$ cat config.mk
export PLATFORM = sky130hd
export DESIGN_NAME = move_input_flat
export DESIGN_NICKNAME = d
export VERILOG_FILES = /design/src/rtl/move_input_pkg.sv /design/src/rtl/move_input_if.sv /design/src/rtl/move_input_ps2_rx.sv /design/src/rtl/move_input.sv /design/src/flat_wrapper.sv
export SDC_FILE = /design/constraint.sdc
export NUM_CORES = 1
export LEC_CHECK = 0
export ABC_AREA = 1
export BUFFER_PORTS_ARGS = -buffer_cell sky130_fd_sc_hd__buf_4
export CORE_MARGIN = 2
export CORE_UTILIZATION = 30
export CTS_CLUSTER_DIAMETER = 120
export CTS_CLUSTER_SIZE = 16
export DETAILED_ROUTE_END_ITERATION = 10
export PLACE_DENSITY_LB_ADDON = 0.12
export SETUP_SLACK_MARGIN = 0.5
export SLEW_MARGIN = 20
export SYNTH_ARGS = -nofsm -noshare
export SYNTH_HDL_FRONTEND = slang
export SYNTH_SLANG_ARGS = --single-unit
$ cat constraint.sdc
create_clock -name clock -period 3.25 [get_ports clock]
set_input_delay 0.8125 -clock clock [delete_from_list [all_inputs] [get_ports clock]]
set_output_delay 0.8125 -clock clock [all_outputs]
set_load 0.05 [all_outputs]
$ cat src/rtl/move_input_pkg.sv
// Shared constants for the PS/2 move decoder: scancodes, direction bit
// positions, held-key indices and the frame receiver state encoding.
package move_input_pkg;

  localparam logic [7:0] SC_EXT   = 8'hE0;
  localparam logic [7:0] SC_BRK   = 8'hF0;
  localparam logic [7:0] SC_UP    = 8'h75;
  localparam logic [7:0] SC_DOWN  = 8'h72;
  localparam logic [7:0] SC_LEFT  = 8'h6B;
  localparam logic [7:0] SC_RIGHT = 8'h74;
  localparam logic [7:0] SC_START = 8'h1B;

  localparam int DIR_UP    = 3;
  localparam int DIR_DOWN  = 2;
  localparam int DIR_LEFT  = 1;
  localparam int DIR_RIGHT = 0;

  // Held bits reuse the direction positions; the S key sits above them.
  localparam int HELD_START = 4;

  typedef enum logic [1:0] {
    RX_IDLE   = 2'd0,
    RX_DATA   = 2'd1,
    RX_PARITY = 2'd2,
    RX_STOP   = 2'd3
  } rx_state_t;

  function automatic logic [4:0] key_mask(input logic [7:0] code, input logic ext);
    logic [4:0] m;
    m = '0;
    if (ext) begin
      case (code)
        SC_UP:    m[DIR_UP]    = 1'b1;
        SC_DOWN:  m[DIR_DOWN]  = 1'b1;
        SC_LEFT:  m[DIR_LEFT]  = 1'b1;
        SC_RIGHT: m[DIR_RIGHT] = 1'b1;
        default:  m = '0;
      endcase
    end else if (code == SC_START) begin
      m[HELD_START] = 1'b1;
    end
    return m;
  endfunction

endpackage

$ cat src/rtl/move_input_if.sv
// Move handshake between the keyboard decoder (master) and game control (slave).
interface move_input_if;
  logic       move_ack;
  logic [3:0] direction;
  logic       move_valid;
  logic       start_pulse;
  logic       frame_err;

  modport master (
    input  move_ack,
    output direction,
    output move_valid,
    output start_pulse,
    output frame_err
  );

  modport slave (
    output move_ack,
    input  direction,
    input  move_valid,
    input  start_pulse,
    input  frame_err
  );
endinterface

$ cat src/rtl/move_input_ps2_rx.sv
// PS/2 frame receiver: synchronizers, 11-bit frame FSM, odd-parity/stop
// check and an idle timeout that abandons partial frames.
//
// state     | meaning
// RX_IDLE   | waiting for a start bit (falling edge with data 0)
// RX_DATA   | shifting 8 data bits, LSB first
// RX_PARITY | capturing the parity bit
// RX_STOP   | checking the stop bit and parity, then back to idle
module ps2_rx
  import move_input_pkg::*;
#(
  parameter int TIMEOUT_CYCLES = 50000
) (
  input  logic       clock,
  input  logic       resetn,
  input  logic       ps2_clk,
  input  logic       ps2_dat,
  output logic [7:0] rx_byte,
  output logic       byte_valid,
  output logic       frame_err
);

  localparam int TW = $clog2(TIMEOUT_CYCLES + 1);
  localparam logic [TW-1:0] T_LOAD = TW'(TIMEOUT_CYCLES - 1);

  logic clk_s1, clk_s2, clk_q;
  logic dat_s1, dat_s2;
  logic fall;

  rx_state_t     state, state_nx;
  logic [7:0]    shift_reg;
  logic [2:0]    bit_cnt;
  logic          parity_bit;
  logic [TW-1:0] timer;
  logic          frame_ok, frame_bad, timed_out;

  assign fall = clk_q & ~clk_s2;

  always_comb begin
    state_nx  = state;
    frame_ok  = 1'b0;
    frame_bad = 1'b0;
    timed_out = (state != RX_IDLE) && !fall && (timer == '0);
    if (timed_out) begin
      state_nx  = RX_IDLE;
      frame_bad = 1'b1;
    end else if (fall) begin
      case (state)
        RX_IDLE:   if (!dat_s2) state_nx = RX_DATA;
        RX_DATA:   if (bit_cnt == 3'd7) state_nx = RX_PARITY;
        RX_PARITY: state_nx = RX_STOP;
        RX_STOP: begin
          state_nx = RX_IDLE;
          if ((^{shift_reg, parity_bit}) && dat_s2) frame_ok  = 1'b1;
          else                                      frame_bad = 1'b1;
        end
        default:   state_nx = RX_IDLE;
      endcase
    end
  end

  always_ff @(posedge clock) begin
    if (!resetn) begin
      clk_s1     <= 1'b1;
      clk_s2     <= 1'b1;
      clk_q      <= 1'b1;
      dat_s1     <= 1'b1;
      dat_s2     <= 1'b1;
      state      <= RX_IDLE;
      shift_reg  <= '0;
      bit_cnt    <= '0;
      parity_bit <= 1'b0;
      timer      <= '0;
      rx_byte    <= '0;
      byte_valid <= 1'b0;
      frame_err  <= 1'b0;
    end else begin
      clk_s1     <= ps2_clk;
      clk_s2     <= clk_s1;
      clk_q      <= clk_s2;
      dat_s1     <= ps2_dat;
      dat_s2     <= dat_s1;
      state      <= state_nx;
      byte_valid <= frame_ok;
      frame_err  <= frame_bad;

      // Reloaded on every edge so only a silent bus counts toward the timeout.
      if (fall)
        timer <= T_LOAD;
      else if (state != RX_IDLE && timer != '0)
        timer <= timer - TW'(1);

      if (fall && state == RX_DATA) begin
        shift_reg <= {dat_s2, shift_reg[7:1]};
        bit_cnt   <= bit_cnt + 3'd1;
      end
      if (state_nx == RX_IDLE)
        bit_cnt <= '0;

      if (fall && state == RX_PARITY)
        parity_bit <= dat_s2;

      if (frame_ok)
        rx_byte <= shift_reg;
    end
  end

endmodule

$ cat src/rtl/move_input.sv
// Keyboard-to-game move decoder: receives PS/2 bytes, tracks extended/break
// prefixes and held keys, and offers one pending move at a time.
module move_input
  import move_input_pkg::*;
#(
  parameter int TIMEOUT_CYCLES = 50000
) (
  input  logic         clock,
  input  logic         resetn,
  input  logic         ps2_clk,
  input  logic         ps2_dat,
  move_input_if.master m
);

  logic [7:0] rx_byte;
  logic       rx_valid;
  logic       rx_err;

  logic       ext, brk;
  logic [4:0] held;
  logic [4:0] mask;
  logic [3:0] dir_r;
  logic       move_valid_r;
  logic       start_pulse_r;

  ps2_rx #(
    .TIMEOUT_CYCLES(TIMEOUT_CYCLES)
  ) u_rx (
    .clock     (clock),
    .resetn    (resetn),
    .ps2_clk   (ps2_clk),
    .ps2_dat   (ps2_dat),
    .rx_byte   (rx_byte),
    .byte_valid(rx_valid),
    .frame_err (rx_err)
  );

  always_comb begin
    mask = key_mask(rx_byte, ext);
  end

  always_ff @(posedge clock) begin
    if (!resetn) begin
      ext           <= 1'b0;
      brk           <= 1'b0;
      held          <= '0;
      dir_r         <= '0;
      move_valid_r  <= 1'b0;
      start_pulse_r <= 1'b0;
    end else begin
      start_pulse_r <= 1'b0;

      if (move_valid_r && m.move_ack) begin
        move_valid_r <= 1'b0;
        dir_r        <= '0;
      end

      if (rx_valid) begin
        if (rx_byte == SC_EXT) begin
          ext <= 1'b1;
        end else if (rx_byte == SC_BRK) begin
          brk <= 1'b1;
        end else begin
          ext <= 1'b0;
          brk <= 1'b0;
          if (brk) begin
            held <= held & ~mask;
          end else if (mask != '0 && (held & mask) == '0) begin
            held <= held | mask;
            // A move arriving while one is pending (even one being acked now) is dropped.
            if (mask[HELD_START]) begin
              start_pulse_r <= 1'b1;
            end else if (!move_valid_r) begin
              dir_r        <= mask[3:0];
              move_valid_r <= 1'b1;
            end
          end
        end
      end
    end
  end

  assign m.direction   = dir_r;
  assign m.move_valid  = move_valid_r;
  assign m.start_pulse = start_pulse_r;
  assign m.frame_err   = rx_err;

endmodule

$ cat src/flat_wrapper.sv
// flat-port wrapper written by rule: the top's interface ports become plain ports
module move_input_flat import move_input_pkg::*;
#(
  parameter int TIMEOUT_CYCLES = 50000
)
  (clock, resetn, ps2_clk, ps2_dat, m_move_ack, m_direction, m_move_valid, m_start_pulse, m_frame_err);
  move_input_if m_i ();
  input  logic clock;
  input  logic resetn;
  input  logic ps2_clk;
  input  logic ps2_dat;
  input wire logic [$bits(m_i.move_ack)-1:0] m_move_ack;
  output wire logic [$bits(m_i.direction)-1:0] m_direction;
  output wire logic [$bits(m_i.move_valid)-1:0] m_move_valid;
  output wire logic [$bits(m_i.start_pulse)-1:0] m_start_pulse;
  output wire logic [$bits(m_i.frame_err)-1:0] m_frame_err;
  assign m_i.move_ack = m_move_ack;
  assign m_direction = m_i.direction;
  assign m_move_valid = m_i.move_valid;
  assign m_start_pulse = m_i.start_pulse;
  assign m_frame_err = m_i.frame_err;
  move_input #(.TIMEOUT_CYCLES(TIMEOUT_CYCLES)) u_core (.clock(clock), .resetn(resetn), .ps2_clk(ps2_clk), .ps2_dat(ps2_dat), .m(m_i));
endmodule
==> out/results.ini, run 1 <==
[cells_and_area]
diodes=0
postLayoutCoreUtil_pct=35.2
final_cell_mix=104 x nand2_1, 82 x nor2_1, 58 x dfxtp_1
nNetsFinal=467
area_growth_syn_to_layout_pct=13.9
layout_commonest_cell=nand2_1
drive_above_1_share_pct=11.9
largest_reg_flops=16

[global_routing]
grt_pass1_vias=2490
grtUsageTotal_pct=13.4
gr-total-overflow=0
antenna_found_initial=0
grt_max_degree=37
grt_pass1_wl_um=11800

[yosys]
yosys_warnings=0
syn-instance-count=446
synth_edf_count=0
ys_types=37
synth_seq_area_share_pct=38.6
synth_area_um2=3010
synth_seq_cells=58
syn_nets=454
synth-main-ff-cell=dfxtp_1
synth.avg_cell_area_um2=6.74
synthArstFlopShare_pct=0

[clocking]
cts_tree=yes
root_buffer=clkbuf_8
cts_num_sinks=58
cts_buffers=9
cts_resized=0
worstSkewPairLatency_ps=340
clk_pin_slew_ps=70
cts_hold_buffers=0
cts_buffer_depth=2
ctsHtreeMaxLevel=3
cts_setup_buffers=0

[pwr]
switching_power_uw=376
leakage_uw=0.00160
finalPower_uw=1560
intPower_uw=1190
p_seq_share_pct=46.8
combPwrFrac_pct=7.5
power_density_nw_per_um2=456
peakVddDrop_v=0.000213
sw_frac_of_total_pct=24.1
clock_power_share_pct=45.7

[timing]
min_period_over_period_pct=64.8
final_hold_viol_count=0
slew_viol_final=0
fin_crit_ps=2110
fmax_ghz=0.475
finalSetupTns_ps=0
whs_ps=422
relSlewSlack_pct=69.8
rsz0062_at_grt=no
skew_ps=9.22
worst_slack_ps=1140
worst_pin_slew_ps=452
setup_violations=0

[drt]
vias_per_cell=4.41
vias=2630
drtIter0Drc=95
wl_per_cell_um=11.3
totalWireLength_um=6730
drc_errors=0
drt-pass1-iter-count=4
detail-route-antenna-nets=0

[outcome]
status=finished, final reports clean

[floorplanning]
die_w_um=104
dieArea_um2=10800
io-pin-count=12
core-area_um2=9730
die_y_um=104
num_rows=36
start_util_pct=30.9

[placement]
preCtsSetupSlack_ps=1180
dp_hpwl_um=4970
gp_congestion=0.809
port_buffers=11

[setup_path]
path_max_fanout=13
crit_type=reg2reg
worst_setup_path_end_kind=flip-flop
arrival_ps=2370
critPathRequiredTime_ps=3510
start_kind=flip-flop

[flow_run]
cap_violations=0

[worst_hold_path]
hold_class=reg2reg

## metrics by stage
stage	area (um2)	instances
CTS	3420	596
floorplan	3010	446
global route	3420	596
global placement	3220	581
detailed placement	3220	581
finish	3420	596
## kinds of logic (layout without fill, tap and decap cells)
logic type,after synthesis,after routing,synth area share (%)
compound gates,56,56,9.74
xor+xnor,14,14,4.08
fa+ha+maj,3,3,1.25
buf+inv,66,83,8.58
flops,58,58,38.6
simple gates,249,249,37.7
## worst max-delay path, cell delays in order (launching register included)
cell     delay [ps]
dfxtp_1         360
inv_1           100
ha_1            220
nand2_1         180
nor2_1           80
nand4_1          70
nand2_1         250
inv_2           290
nand3_1         160
nor2_1          140
nand2_1          60
a21oi_1         110
## area by class of cell
class                           count  area [um2]
Tap cell                          133         166
Sequential cell                    58        1160
Clock buffer                        9         124
Timing Repair Buffer               12        90.1
Multi-Input combinational cell    322        1590
Fill cell                        1079        6310
Inverter                           56         211
Clock inverter                      6        82.6
## power by group through the flow
stage	combinational (uW)	clock (uW)	sequential (uW)
floorplan	91.7	0	744
detailed placement	117	0	746
global route	134	773	732
global placement	118	0	747
CTS	118	741	730
finish	117	714	731
## metal layers
| layer | part of all wire (%) | global-route usage, % |
|---|---|---|
| met2 | 44 | 20.7 |
| met3 | 3.5 | 4.14 |
| met5 | 0 | 0 |
| met4 | 1.4 | 3.76 |
| met1 | 52 | 18.2 |
## final timing paths
check | from | endpoint | slack, ps | cells after the start
worst max-delay path | u_core.u_rx.timer[0] | u_core.u_rx.timer[10] | 1140 | 11
worst min-delay path | u_core.u_rx.dat_s1 | u_core.u_rx.dat_s2 | 420 | 1
worst max register to register | u_core.u_rx.timer[0] | u_core.u_rx.timer[10] | 1140 | 11
worst min register to register | u_core.u_rx.dat_s1 | u_core.u_rx.dat_s2 | 420 | 1
## synthesized netlist by cell type (5+ instances only)
cell type / number / area [um2]
clkbuf_1: 5 / 18.8
inv_1: 50 / 188
a21oi_1: 22 / 110
nand3_1: 15 / 75.1
nor2_1: 82 / 308
xnor2_1: 5 / 43.8
xor2_1: 9 / 78.8
or2_2: 5 / 31.3
nand2_2: 5 / 31.3
nand4_1: 14 / 87.6
dfxtp_1: 58 / 1160
o21ai_0: 25 / 125
nand2_1: 104 / 390
No activity file was read; power rests on OpenSTA's default activity.
==> inputs of run 2 (changes only) <==
Clock period 3.25 ns to 2.05 ns, I/O delays scaled along.
==> run 2 against run 1 <==
Compared with the run above: global-route usage up 0.54 points; register-to-register slack worse by 630 ps; routed wire length up 13%; clock skew down 2.4 ps; hold slack worse by 65 ps; setup slack worse by 630 ps; design area up 16%.
==> out/results.ini, run 2 (synthesis gave the netlist of run 1 again) <==
[clocking]
ctsHtreeMaxLevel=3
root_buffer=clkbuf_8
cts_buffers=9
cts_num_sinks=58
cts_tree=yes
cts_buffer_depth=2
clk_pin_slew_ps=70
worstSkewPairLatency_ps=340

[drt]
drc_errors=0
totalWireLength_um=7590
drtIter0Drc=81
wl_per_cell_um=12.2
drt-pass1-iter-count=4
detail-route-antenna-nets=0
vias_per_cell=4.53
vias=2825

[outcome]
status=finished, final reports clean

[placement]
gp_congestion=0.828
dp_hpwl_um=5150
dpl_cell_area_um2=3250
port_buffers=11

[timing]
finalSetupTns_ps=0
fin_crit_ps=1530
rsz0062_at_grt=yes
slew_viol_final=0
worst_pin_slew_ps=560
relSlewSlack_pct=62.6
final_hold_viol_count=0
skew_ps=6.77
fmax_ghz=0.653
min_period_over_period_pct=74.7
setup_violations=0

[cells_and_area]
diodes=0
nNetsFinal=493
fin_area_um2=3970
largest_reg_flops=16
final_cell_mix=93 x nand2_1, 65 x nor2_1, 42 x inv_1
drive_above_1_share_pct=31.6
area_growth_syn_to_layout_pct=32.0
layout_commonest_cell=nand2_1

[setup_path]
crit-reg2reg-launch=u_core.u_rx.rx_byte[0]
start_kind=flip-flop
worstSetupEndpoint=u_core.ext
timing.rr.end=u_core.ext
worst_setup_path_end_kind=flip-flop
arrival_ps=1800
r2r_cells=9
path_max_fanout=6
critPathRequiredTime_ps=2320
regToRegSetupSlack_ps=520
crit_type=reg2reg
timing.critical_path.from=u_core.u_rx.rx_byte[0]

[floorplanning]
start_util_pct=30.9
num_rows=36
core-area_um2=9730
die_y_um=104
io-pin-count=12
die_w_um=104
dieArea_um2=10800

[global_routing]
grt_pass1_wl_um=12200
antenna_found_initial=0
grt_pass1_vias=2588
grtUsageTotal_pct=14.0
grt_max_degree=27
gr-total-overflow=0

[pwr]
leakage_uw=0.00180
power_density_nw_per_um2=658
peakVddDrop_v=0.000370

[worst_hold_path]
hold_class=in2reg

[flow_run]
cap_violations=0

-- run 2: worst max-delay path, stage by stage (launching register included) --
cell and delay, ps:
dfxtp_4 370, inv_4 70, nand4_1 100, nor2_1 150
nand2_1 110, nand2_2 140, clkinvlp_4 200, nor2_4 160
inv_2 60, a21oi_1 100
-- run 2: worst min-delay path by stage --
stage | from | to | slack [ps] | cells after the start
floorplan | u_core.u_rx.clk_s2 | u_core.u_rx.clk_q | 390 | 2
global placement | u_core.u_rx.clk_s1 | u_core.u_rx.clk_s2 | 400 | 1
detailed placement | u_core.u_rx.clk_s1 | u_core.u_rx.clk_s2 | 400 | 1
CTS | ps2_clk | u_core.u_rx.clk_s1 | 340 | 2
global route | ps2_clk | u_core.u_rx.clk_s1 | 340 | 2
finish | ps2_clk | u_core.u_rx.clk_s1 | 360 | 2
-- run 2: where the power goes --
part | internal, uW | switching [uW]
sequential | 1130 | 17.8
combinational | 106 | 149
clock | 694 | 515
-- run 2: final cells by class --
cell class | count | area, um2
clock buffer | 9 | 124
clock inverter | 7 | 103
fill | 1055 | 5760
inverter | 56 | 226
multi-input combinational | 324 | 1860
sequential | 58 | 1210
tap | 133 | 166
timing repair buffer | 35 | 270
timing repair inverter | 1 | 7.51
-- run 2: per-layer routing --
metal  share of wire, %  vias to the layer above  global-route usage, %
met5                  0                        -                      0
met4                1.1                        0                   6.18
li1                   -                     1505                      -
met3                1.7                        9                   2.88
met2                 46                       19                   21.1
met1                 51                     1292                   19.3
-- run 2: stage by stage --
stage                     power (uW)  util [%]  setup slack, ps  hold WS (ps)  std cells
after floorplan                 1320         -              510           392        446
after global placement          1380      33.4              303           396        586
after detailed placement        1380      33.4              259           402        586
after CTS                       2620      36.8              506           337        607
after global routing            2740      40.8              384           337        623
final                           2610      40.8              519           357        623
-- run 2: timing repair --
action                                  4_1_cts  5_1_grt
endpoints found under the setup margin       31       37
gates cloned                                  1        2
hold endpoints to repair                      0        0
pin swaps                                     4       45
gates resized for setup                      25       92
hold buffers                                  0        0
buffers inserted                              4       14
